### src/rtl/imm_narrow_21.sv
// imm_narrow_21: narrows 32-bit signed immediates to a 21-bit field (saturate or truncate),
// queues data+overflow in a small FIFO and counts overflowing words.
module imm_narrow_21 #(
  parameter bit SAT   = 1'b1,
  parameter int DEPTH = 4
) (
  input  logic        CLK,
  input  logic        RST,
  input  logic        IN_VALID,
  output logic        IN_READY,
  input  logic [31:0] IN_DATA,
  output logic        OUT_VALID,
  input  logic        OUT_READY,
  output logic [20:0] OUT_DATA,
  output logic        OUT_OVF,
  output logic [7:0]  OVF_CNT,
  input  logic        OVF_CLR
);
  localparam int AW = $clog2(DEPTH);
  logic [21:0]   mem_q [DEPTH];
  logic [AW-1:0] wr_q, wr_d, rd_q, rd_d;
  logic [AW:0]   cnt_q, cnt_d;
  logic [7:0]    ovf_q, ovf_d;
  logic          fits, push, pop;
  logic [20:0]   nar;
  assign fits = &IN_DATA[31:20] || ~|IN_DATA[31:20];
  assign nar = (fits || !SAT) ? IN_DATA[20:0] : (IN_DATA[31] ? 21'h100000 : 21'h0FFFFF);
  // DEPTH is a power of two, so the occupancy MSB alone means full
  assign IN_READY = !cnt_q[AW] && !RST;
  assign OUT_VALID = |cnt_q;
  assign push = IN_VALID && IN_READY;
  assign pop = OUT_VALID && OUT_READY;
  assign OUT_DATA = OUT_VALID ? mem_q[rd_q][20:0] : '0;
  assign OUT_OVF = OUT_VALID && mem_q[rd_q][21];
  assign OVF_CNT = ovf_q;
  always_comb begin
    wr_d = push ? wr_q + AW'(1) : wr_q;
    rd_d = pop ? rd_q + AW'(1) : rd_q;
    cnt_d = cnt_q + (AW+1)'(push) - (AW+1)'(pop);
    ovf_d = OVF_CLR ? '0 : (push && !fits && !(&ovf_q)) ? ovf_q + 8'd1 : ovf_q;
  end
  always_ff @(posedge CLK) begin
    if (RST) begin
      wr_q <= '0;
      rd_q <= '0;
      cnt_q <= '0;
      ovf_q <= '0;
    end else begin
      wr_q <= wr_d;
      rd_q <= rd_d;
      cnt_q <= cnt_d;
      ovf_q <= ovf_d;
    end
  end
  always_ff @(posedge CLK) begin
    if (push) mem_q[wr_q] <= {!fits, nar};
  end
endmodule
### config.mk
export PLATFORM = sky130hd
export DESIGN_NAME = imm_narrow_21
export DESIGN_NICKNAME = d
export VERILOG_FILES = /design/src/rtl/imm_narrow_21.sv
export SDC_FILE = /design/constraint.sdc
export NUM_CORES = 1
export LEC_CHECK = 0
export ABC_AREA = 1
export ABC_CLOCK_PERIOD_IN_PS = 2500
export CORE_MARGIN = 3
export CORE_UTILIZATION = 50
export CTS_BUF_LIST = sky130_fd_sc_hd__clkbuf_4 sky130_fd_sc_hd__clkbuf_8
export DETAILED_ROUTE_END_ITERATION = 12
export PLACE_DENSITY_LB_ADDON = 0.2
export SLEW_MARGIN = 0
export SYNTH_ARGS = -nofsm -noshare
export SYNTH_HDL_FRONTEND = slang
export SYNTH_SLANG_ARGS = --single-unit
### constraint.sdc
create_clock -name CLK -period 2.5 [get_ports CLK]
set_input_delay 0.75 -clock CLK [delete_from_list [all_inputs] [get_ports CLK]]
set_output_delay 0.75 -clock CLK [all_outputs]
set_load 0.02 [all_outputs]
After elaboration in Yosys (flattened, before gate mapping)

Memories as Yosys holds them, arrays and structs flattened. A register that Yosys moved wholly into a read port is not among the register bits.
Index checks and enable logic that the tools add are counted.

Bits in registers: 15
Latch bits: 0
RAM bits: 88
Memory bits (read-only): 0
Input port bits: 37
Output and inout port bits: 32
Logic and storage cells: 34
Memories kept: 1

Memories:

| memory | words | width | read ports | clocked after memory_dff | write ports | RTL line | text |
|---|---|---|---|---|---|---|---|
| mem_q  | 4     | 22    | 1          | 1                        | 1           | 20       | `logic [21:0] mem_q [DEPTH];` |

Add/sub/neg operators: 5
$mul: 0
Div/mod/pow operators: 0
Magnitude comparators: 0
Equality and inequality tests: 0
Shift-type cells: 0
Muxes and demuxes: 7
Bitwise operators: 0
Reductions and logical operators: 17

Operators by type and width:

| kind                | count |
|---|---|
| $mux 21             | 3 |
| $reduce_and 12->1   | 1 |
| $reduce_or 12->1    | 1 |
| $add 8x1->8 const B | 1 |
| $reduce_and 8->1    | 1 |
| $logic_and 1x1->1   | 6 |
| $logic_not 1->1     | 5 |
| $add 2x1->2 const B | 2 |
| $mux 2              | 2 |
| $add 3x1->3         | 1 |
| $reduce_or 3->1     | 1 |
| $sub 3x1->3         | 1 |
| $mux 1              | 2 |
| $reduce_or 2->1     | 1 |
| $logic_or 1x1->1    | 1 |

Longest topological paths before layout

Gate-level depths: netlist of the first run.

Depth in word-level cells: 6
Mapped depth: 11
Gate-level depth less buffers: 10

Worst setup path after synthesis of the first run

Ideal clock, no wire load.

Path type: input-to-reg
Start: input port RST
End: memory mem_q[0][0], enable pin
Setup time: 401 ps
Data arrival time: 2153 ps
Data required time: 2099 ps
Setup slack: -53 ps
Stages on the path: 4
Buffers on the path: 1
Path through: buf_6 > nor2_4 > nand2_4 > nor2_1

Longest elaborated chain between the ends: 5

Ends and longest elaborated chain:

| item                         | RTL line | text |
|---|---|---|
| start: declaration           | 8        | `input logic RST,` |
| $logic_not 1->1              | 29       | `assign IN_READY = !cnt_q[AW] && !RST;` |
| $logic_and 1x1->1            | 29       |  |
| net IN_READY                 | 10       | `output logic IN_READY,` |
| $logic_and 1x1->1            | 31       | `assign push = IN_VALID && IN_READY;` |
| $mux 1                       | 56       | `if (push) mem_q[wr_q] <= {!fits, nar};` |
| $mux 1 (not written as such) | 56       |  |
| end: declaration             | 20       |  |

The timed path passes the listed nets, and every way through them passes these cells.

==> impl_results.md, run 1 <==
- Placed Instances: 637
- Final Instance Area: 0.005817 mm^2
- Die Ht: slightly above 100 um
- Most common cell after layout, fill and taps aside: nor2_1
- Setup WS pre-CTS: -289.2 ps
- Hold_buf cts: 0
- Vias in the first global route: roughly 3,300
- Final worst setup slack: around 78 ps
- Initial DRC Count: approximately 190
- Critical path data required time: between 1500 and 2000 ps
- Class of the most critical setup path: reg -> out
- Yosys cell types: 31
- Share of layout cells above drive strength 1: 0.1612
- Hold Crit Start: wr_q[0]
- Initial antenna violation count: 0
- Final nets: about 590
- # H-tree levels: 3
- Post-DR wirelength/cell: 14.45 um
- Synth Warn #: 0
- Max Cap Viol: 0
- RR Endpoint: cnt_q[2]
- Final max-slew violation count: 0
- Worst-path maximum fanout: 18
- Hold slack: 520.1 ps
- Worst reg2reg startpoint: cnt_q[1]
- Drt total wl: 9452 um
- Row count: 34
- Hold path endpoint: wr_q[0]
- Layout overhead on the synthesized area: 25.14%
- Synthesized net count: between 500 and 600
- Cts bufs inserted: 9
- Cell Area, Placed: roughly 0.0056 mm^2
- Setup crit end kind: output port
- HPWL after detailed placement: 6061 um
- Sink Count: around 110
- Core area: between 0.008 and 0.009 mm^2
- RSZ-0062 raised after global routing: no
- Leak: about 2.2 nW
- Worst vdd ir: about 910 uV
- Register-to-Register Path Depth: 10
- GPL Wtd Cong: around 0.84
- Crit path arrival time: between 1500 and 2000 ps
- CTS tree: built
- Vias/cell: just over 5
- Least-Margin Pin Slew: ~270 ps
- GRT Total Usage: 0.1935
- First-pass GRT wire length: between 15,000 and 20,000 um
- Total gr overflow: 0
- Clock latency at the later pin of the worst-skew pair: about 360 ps
- Synthesized instance count: about 460
- Fmax achieved: between 400 and 500 MHz
- Status: finished, final reports clean
- Clock skew: 10.15 ps
- P per Cell Area: 864.6 mW/mm^2
- Commonest non-fill, non-tap cells in the layout: nor2_1, edfxtp_1, nand2_1
- Routed vias: 3,341
- Hold depth: 2
- Register area share after synthesis: 0.6417
- DRT Pass-1 Iters: 5
- Longest Clk Path Bufs: 2
- Final period util: 0.9690
- Critical Path Source Type: register
- Final hold violations: 0
- Root Buffer: clkbuf_8
- Setup violators final: 0
- Post-DRT Antenna Nets: 0
- Die X: 102.4 um
- I/O Pins: 69
- Type of the worst min-delay path: reg -> reg
- Die area: between 0.01 and 0.015 mm^2
- ANT cells: 0
- Initial Util: 0.5228
- IO Port Bufs: 68
- Final Non-Filler Cells: 654
- Syn_area_per_cell: between 10 and 15 um^2
- Relative slew slack: 0.8195
- DRC violations left: 0
- Post-route minimum period: 2422 ps
- Seq cells post-synth: between 100 and 150
- Clock slew at reported path FFs: approximately 100 ps
- FF-to-FF setup slack: approximately 420 ps
- Mapped Area: around 0.0046 mm^2
- Largest net degree at the start of global routing: 27
[layer usage]
layer | vias up | global-route usage | part of all wire | wire length [um]
met2 | 86 | 0.3428 | 0.53 | 4968
met1 | 1553 | 0.2328 | 0.41 | 3907
met4 | 0 | 0.08274 | 0.016 | 153
met3 | 17 | 0.03276 | 0.045 | 422
met5 | - | 0 | 0 | 0
li1 | 1685 | - | - | -
[metrics by stage]
step / setup TNS [ps] / util / total power, W
floorplan: -2783 / - / 0.003182
global placement: -435.8 / 0.6348 / 0.004107
finish: 0 / 0.6542 / 0.005029
global route: 0 / 0.6542 / 0.005320
detailed placement: -519.5 / 0.6348 / 0.004155
CTS: 0 / 0.6614 / 0.005141
[kinds of logic after synthesis]
logic type	count (synthesis)	synth area share
and+or+nand+nor	223	0.2067
DFF	105	0.6417
AOI/OAI and AO/OA	72	0.07806
buffers and inverters	48	0.04657
adders and majority gates	8	0.02315
xor gates and xnor gates	2	0.003769
[worst max-delay path by stage]
stage / startpoint / to / slack, ps / cells after the start
global placement: RST / cnt_q[2] / -220 / 11
floorplan: RST / mem_q[0][0] / -30 / 4
global route: register / OUT_DATA[20] / 8 / 6
detailed placement: RST / cnt_q[2] / -290 / 11
CTS: register / OUT_DATA[19] / 2 / 6
finish: register / OUT_DATA[11] / 80 / 6
[worst max-delay path, stage by stage, from the launching register on]
cell             delay (ps)
dfxtp_4                 380
buf_12                  150
inv_2                    80
buf_6                   170
o21ai_0                 100
a21oi_1                 160
clkdlybuf4s15_2         270
[registers in the layout (all words and copies together) (netlist names), named ones only]
signal / flops
mem_q: 88
rd_q: 2
wr_q: 2
OVF_CNT: 8
cnt_q: 3
[cell usage after synthesis, drive strengths merged]
cell type,instances,area share
nand2,75,0.064
nor3b,4,0.0075
inv,26,0.021
edfxtp,88,0.57
and2,1,0.0019
a211oi,1,0.0016
ha,7,0.019
nor2,132,0.11
nand4,2,0.0059
or2,1,0.0019
clkinv,1,0.0019
dfxtp,17,0.073
nand3,7,0.011
clkbuf,11,0.0089
xor2,2,0.0038
o21ai,48,0.052
buf,10,0.015
fa,1,0.0043
a21oi,23,0.025
nor3,1,0.0035
[final cells by class]
cell class / count / area, um^2
fillers: 688 / 3074
well taps: 108 / 135.1
clock inverters: 6 / 75.07
inverters: 27 / 106.4
flip-flops and latches: 105 / 2987
repair buffers: 93 / 912.1
clock buffers: 10 / 131.4
multi-input cells: 305 / 1470
[report_power, final]
part / leakage [nW] / internal [W] / switching (W)
logic: 1.16 / 0.000733 / 0.00114
clock network: 0.103 / 0.000491 / 0.000589
registers: 0.931 / 0.00201 / 0.0000710
total: 2.20 / 0.00323 / 0.00180
[repair_timing]
item                                    in CTS  in global routing
cloned                                       1                  0
gates resized for setup                     70                 21
pin swaps                                    1                  3
setup buffers                                0                  0
endpoints found under the setup margin      24                 20
(Power assumes the default switching activity.)
==> inputs of run 2 (changes only) <==
--- a/config.mk
+++ b/config.mk
@@ -11,6 +11,7 @@
 export CORE_UTILIZATION = 50
 export CTS_BUF_LIST = sky130_fd_sc_hd__clkbuf_4 sky130_fd_sc_hd__clkbuf_8
 export DETAILED_ROUTE_END_ITERATION = 12
+export HOLD_SLACK_MARGIN = 0.1
 export PLACE_DENSITY_LB_ADDON = 0.2
 export SLEW_MARGIN = 0
 export SYNTH_ARGS = -nofsm -noshare
==> results of run 2 <==
No change in the layout: final DEF, timing and power equal those of run 1.
==> inputs of run 3 (changes only) <==
--- a/config.mk
+++ b/config.mk
@@ -6,7 +6,7 @@
 export NUM_CORES = 1
 export LEC_CHECK = 0
 export ABC_AREA = 1
-export ABC_CLOCK_PERIOD_IN_PS = 2500
+export ABC_CLOCK_PERIOD_IN_PS = 2100
 export CORE_MARGIN = 3
 export CORE_UTILIZATION = 50
 export CTS_BUF_LIST = sky130_fd_sc_hd__clkbuf_4 sky130_fd_sc_hd__clkbuf_8
==> constraint.sdc (replaced) <==
create_clock -name CLK -period 2.1 [get_ports CLK]
set_input_delay 0.63 -clock CLK [delete_from_list [all_inputs] [get_ports CLK]]
set_output_delay 0.63 -clock CLK [all_outputs]
set_load 0.02 [all_outputs]
==> run 3 against run 2 <==
Effect of this change:
- the run now ends with setup timing left
- via count grew 4.5%
- design area grew 7.6%
- clock power grew 14%
- sequential power grew 19%
- combinational power grew 72%
- final cell count grew 3.1%
- global-route usage grew 0.69 points
- count of clock-buffer cells in the layout is the same
- utilization grew 5.0 points
- clock skew shrank 0.76 ps
- register-to-register slack lost 340 ps
- flip-flop and latch count is the same
- critical endpoint is now OUT_DATA[8]
- largest cell class unchanged
- highest routed layer unchanged
==> impl_results.md, run 3 (same netlist as run 1, synthesis figures left out) <==
- Status: finished with violations
- Violated checks: setup timing
- Final Non-Filler Cells: 674 (+3.1%)
- Longest Clk Path Bufs: 2 (unchanged)
- ANT cells: 0 (unchanged)
- Most common cell after layout, fill and taps aside: nor2_1
- HPWL after detailed placement: 6277 um (+3.6%)
- Largest net degree at the start of global routing: 23 (-15%)
- Number of flip-flops under the largest register name: 88 (unchanged)
- Pint: 0.004525 W (+40%)
- IO Port Bufs: 68 (unchanged)
- Worst-path maximum fanout: 7 (-11)
- Leak: 2.376 nW (+8.2%)
- Bufs and invs on worst path: 3 (-1)
- Cell mode on critical path: nor2_1
- DRC violations left: 0 (unchanged)
- Least-Margin Pin Slew: 519.7 ps (+248.9 ps)
- Setup crit end kind: output port
- Power Total: 0.006916 W (+38%)
- Setup violators final: 22 (+22)
- Multi-input gate area: 0.001609 mm^2 (+9.4%)
- Vias in the first global route: 3,483 (+5.9%)
- Drt total wl: 10,300 um (+8.9%)
- Reg power frac: 0.357 (-0.057)
- GPL Wtd Cong: 0.8346 (-0.91%)
- Initial antenna violation count: 0 (unchanged)
- Clock latency at the later pin of the worst-skew pair: 360 ps (about the same)
- Root Buffer: clkbuf_8
- Post-route minimum period: roughly 2200 ps
- Relative slew slack: 0.6523 (-0.1672)
- P per Cell Area: 1105 mW/mm^2 (+28%)
- RSZ-0062 raised after global routing: yes
- Final period util: 1.071
- Switching portion of total power: 0.3456 (-0.01162)
- GRT Total Usage: 0.2004 (+0.006896)
- Type of the worst min-delay path: reg -> reg
- Final nets: 606 (+3.4%)
- DRT Pass-1 Iters: 4 (-1)
- CTS tree: built
- Final max-slew violation count: 0 (unchanged)
- First-pass GRT wire length: 15,950 um (+4.5%)
- Fillers: 638 (-7.3%)
- Final hold violations: 0 (unchanged)
- Total gr overflow: 0 (unchanged)
- Row count: 34 (unchanged)
- Initial DRC Count: 179 (-4.8%)
- # H-tree levels: 3 (unchanged)
- Crit path arrival time: 1620 ps (-50 ps)
- Sequential cell area: 0.002990 mm^2 (+0.13%)
- Gate power share: 0.464 (+0.092)
- Hold_buf cts: 0 (unchanged)
- Cts bufs inserted: 9 (unchanged)
- Post-DRT Antenna Nets: 0 (unchanged)
- Routed vias: 3,491 (+4.5%)
- Die X: 102.4 um (unchanged)
- Sink Count: 105 (unchanged)
- Class of the most critical setup path: reg -> out
- Core area: 0.008891 mm^2 (unchanged)
- Layout overhead on the synthesized area: 34.67%
- Max Cap Viol: 0 (unchanged)
- Commonest non-fill, non-tap cells in the layout: nor2_1, edfxtp_1, nand2_1
- CP Cell Sequence: buf_8 > buf_6 > nor2_1 > nor2_1 > o21ai_1 > a21oi_1 > buf_4
- Critical Path Source Type: register
- Initial Util: 0.5228 (unchanged)
- Die Ht: 102.4 um (unchanged)
- Setup WS pre-CTS: -628.8 ps (-339.6 ps)
- Slowest stage delay, CP: 380 ps (about the same)
- Clock skew: 9.392 ps (-0.7597 ps)
- Final worst setup slack: -148.4 ps (-225.9 ps)
- Clock power frac: 0.178 (-0.037)
- I/O Pins: 69 (unchanged)
- Cell family with most CP delay: buffers and inverters
- Vias/cell: 5.180 (+1.4%)
- Critical path data required time: 1470 ps (-280 ps)
- Placed Instances: 644 (+1.1%)
- Die area: 0.01049 mm^2 (unchanged)
- Clock slew at reported path FFs: 90 ps (about the same)
- Largest Register: mem_q
- Switch Pwr: 0.002390 W (+33%)
- Worst path slowest cell: dfxtp_4
- Post-DR wirelength/cell: 15.28 um (+5.7%)
- Final core occ: 0.7041 (+0.04982)
- Share of layout cells above drive strength 1: 0.2509 (+0.08971)
- Worst vdd ir: 815.2 uV (-11%)
- Fmax achieved: approximately 440 MHz
## run 3: changes by cell type in the layout (fill, tap and decap cells not counted), moves of 6 or more
cell | previous run | this run
nor2_1 | 122 | 109
nor2_2 | 9 | 16
nor2_4 | 1 | 7
buf_4 | 15 | 38
buf_2 | 13 | 1
o21ai_2 | 0 | 6
buf_6 | 1 | 14
o21ai_1 | 5 | 32
o21ai_0 | 43 | 10
## run 3: metrics by stage
step                area (um^2)  hold WS (ps)  TNS [ps]
CTS                        6098         527.7     -1516
finish                     6260         523.9     -1183
floorplan                  4648         477.6    -27600
global placement           5709         492.9    -19670
detailed placement         5709         514.8    -25290
global route               6260         569.6     -3029
## run 3: power groups by stage
stage	Sequential (W)	Clock (W)	Combinational [W]
floorplan	0.00250	0	0.00128
global placement	0.00249	0	0.00257
detailed placement	0.00250	0	0.00263
CTS	0.00246	0.00126	0.00298
global route	0.00248	0.00135	0.00343
finish	0.00247	0.00123	0.00321
## run 3: timing repair
| action | in CTS | in global routing |
|---|---|---|
| gates cloned | 2 | 1 |
| gates resized for setup | 176 | 55 |
| setup buffers | 8 | 5 |
| setup endpoints to repair | 25 | 25 |
| pin swaps | 18 | 36 |
## run 3: final timing paths
kind / start / end / slack [ps] / cells past startpoint
setup / recovery: register / OUT_DATA[8] / -150 / 7
hold / removal: wr_q[0] / wr_q[0] / 520 / 2
hold reg to reg: wr_q[0] / wr_q[0] / 520 / 2
setup reg to reg: cnt_q[0] / cnt_q[2] / 80 / 11
## run 3: area by class of cell
cell class | instances | share of cell area
clock inverter | 6 | 0.01059
inverter | 27 | 0.01939
timing repair buffer | 113 | 0.1927
clock buffer | 10 | 0.02099
sequential | 105 | 0.4777
tap | 108 | 0.02159
multi-input combinational | 305 | 0.2570
## run 3: metal layers
layer / part of all wire / GRT usage
met3: 0.051 / 0.04369
met1: 0.40 / 0.2411
met2: 0.54 / 0.3603
met4: 0.011 / 0.06054
met5: 0 / 0
## run 3: worst min-delay path, cell delays in order (launching register included)
cell	delay, ps
dfxtp_1	350
nand2_1	70
a21oi_1	60
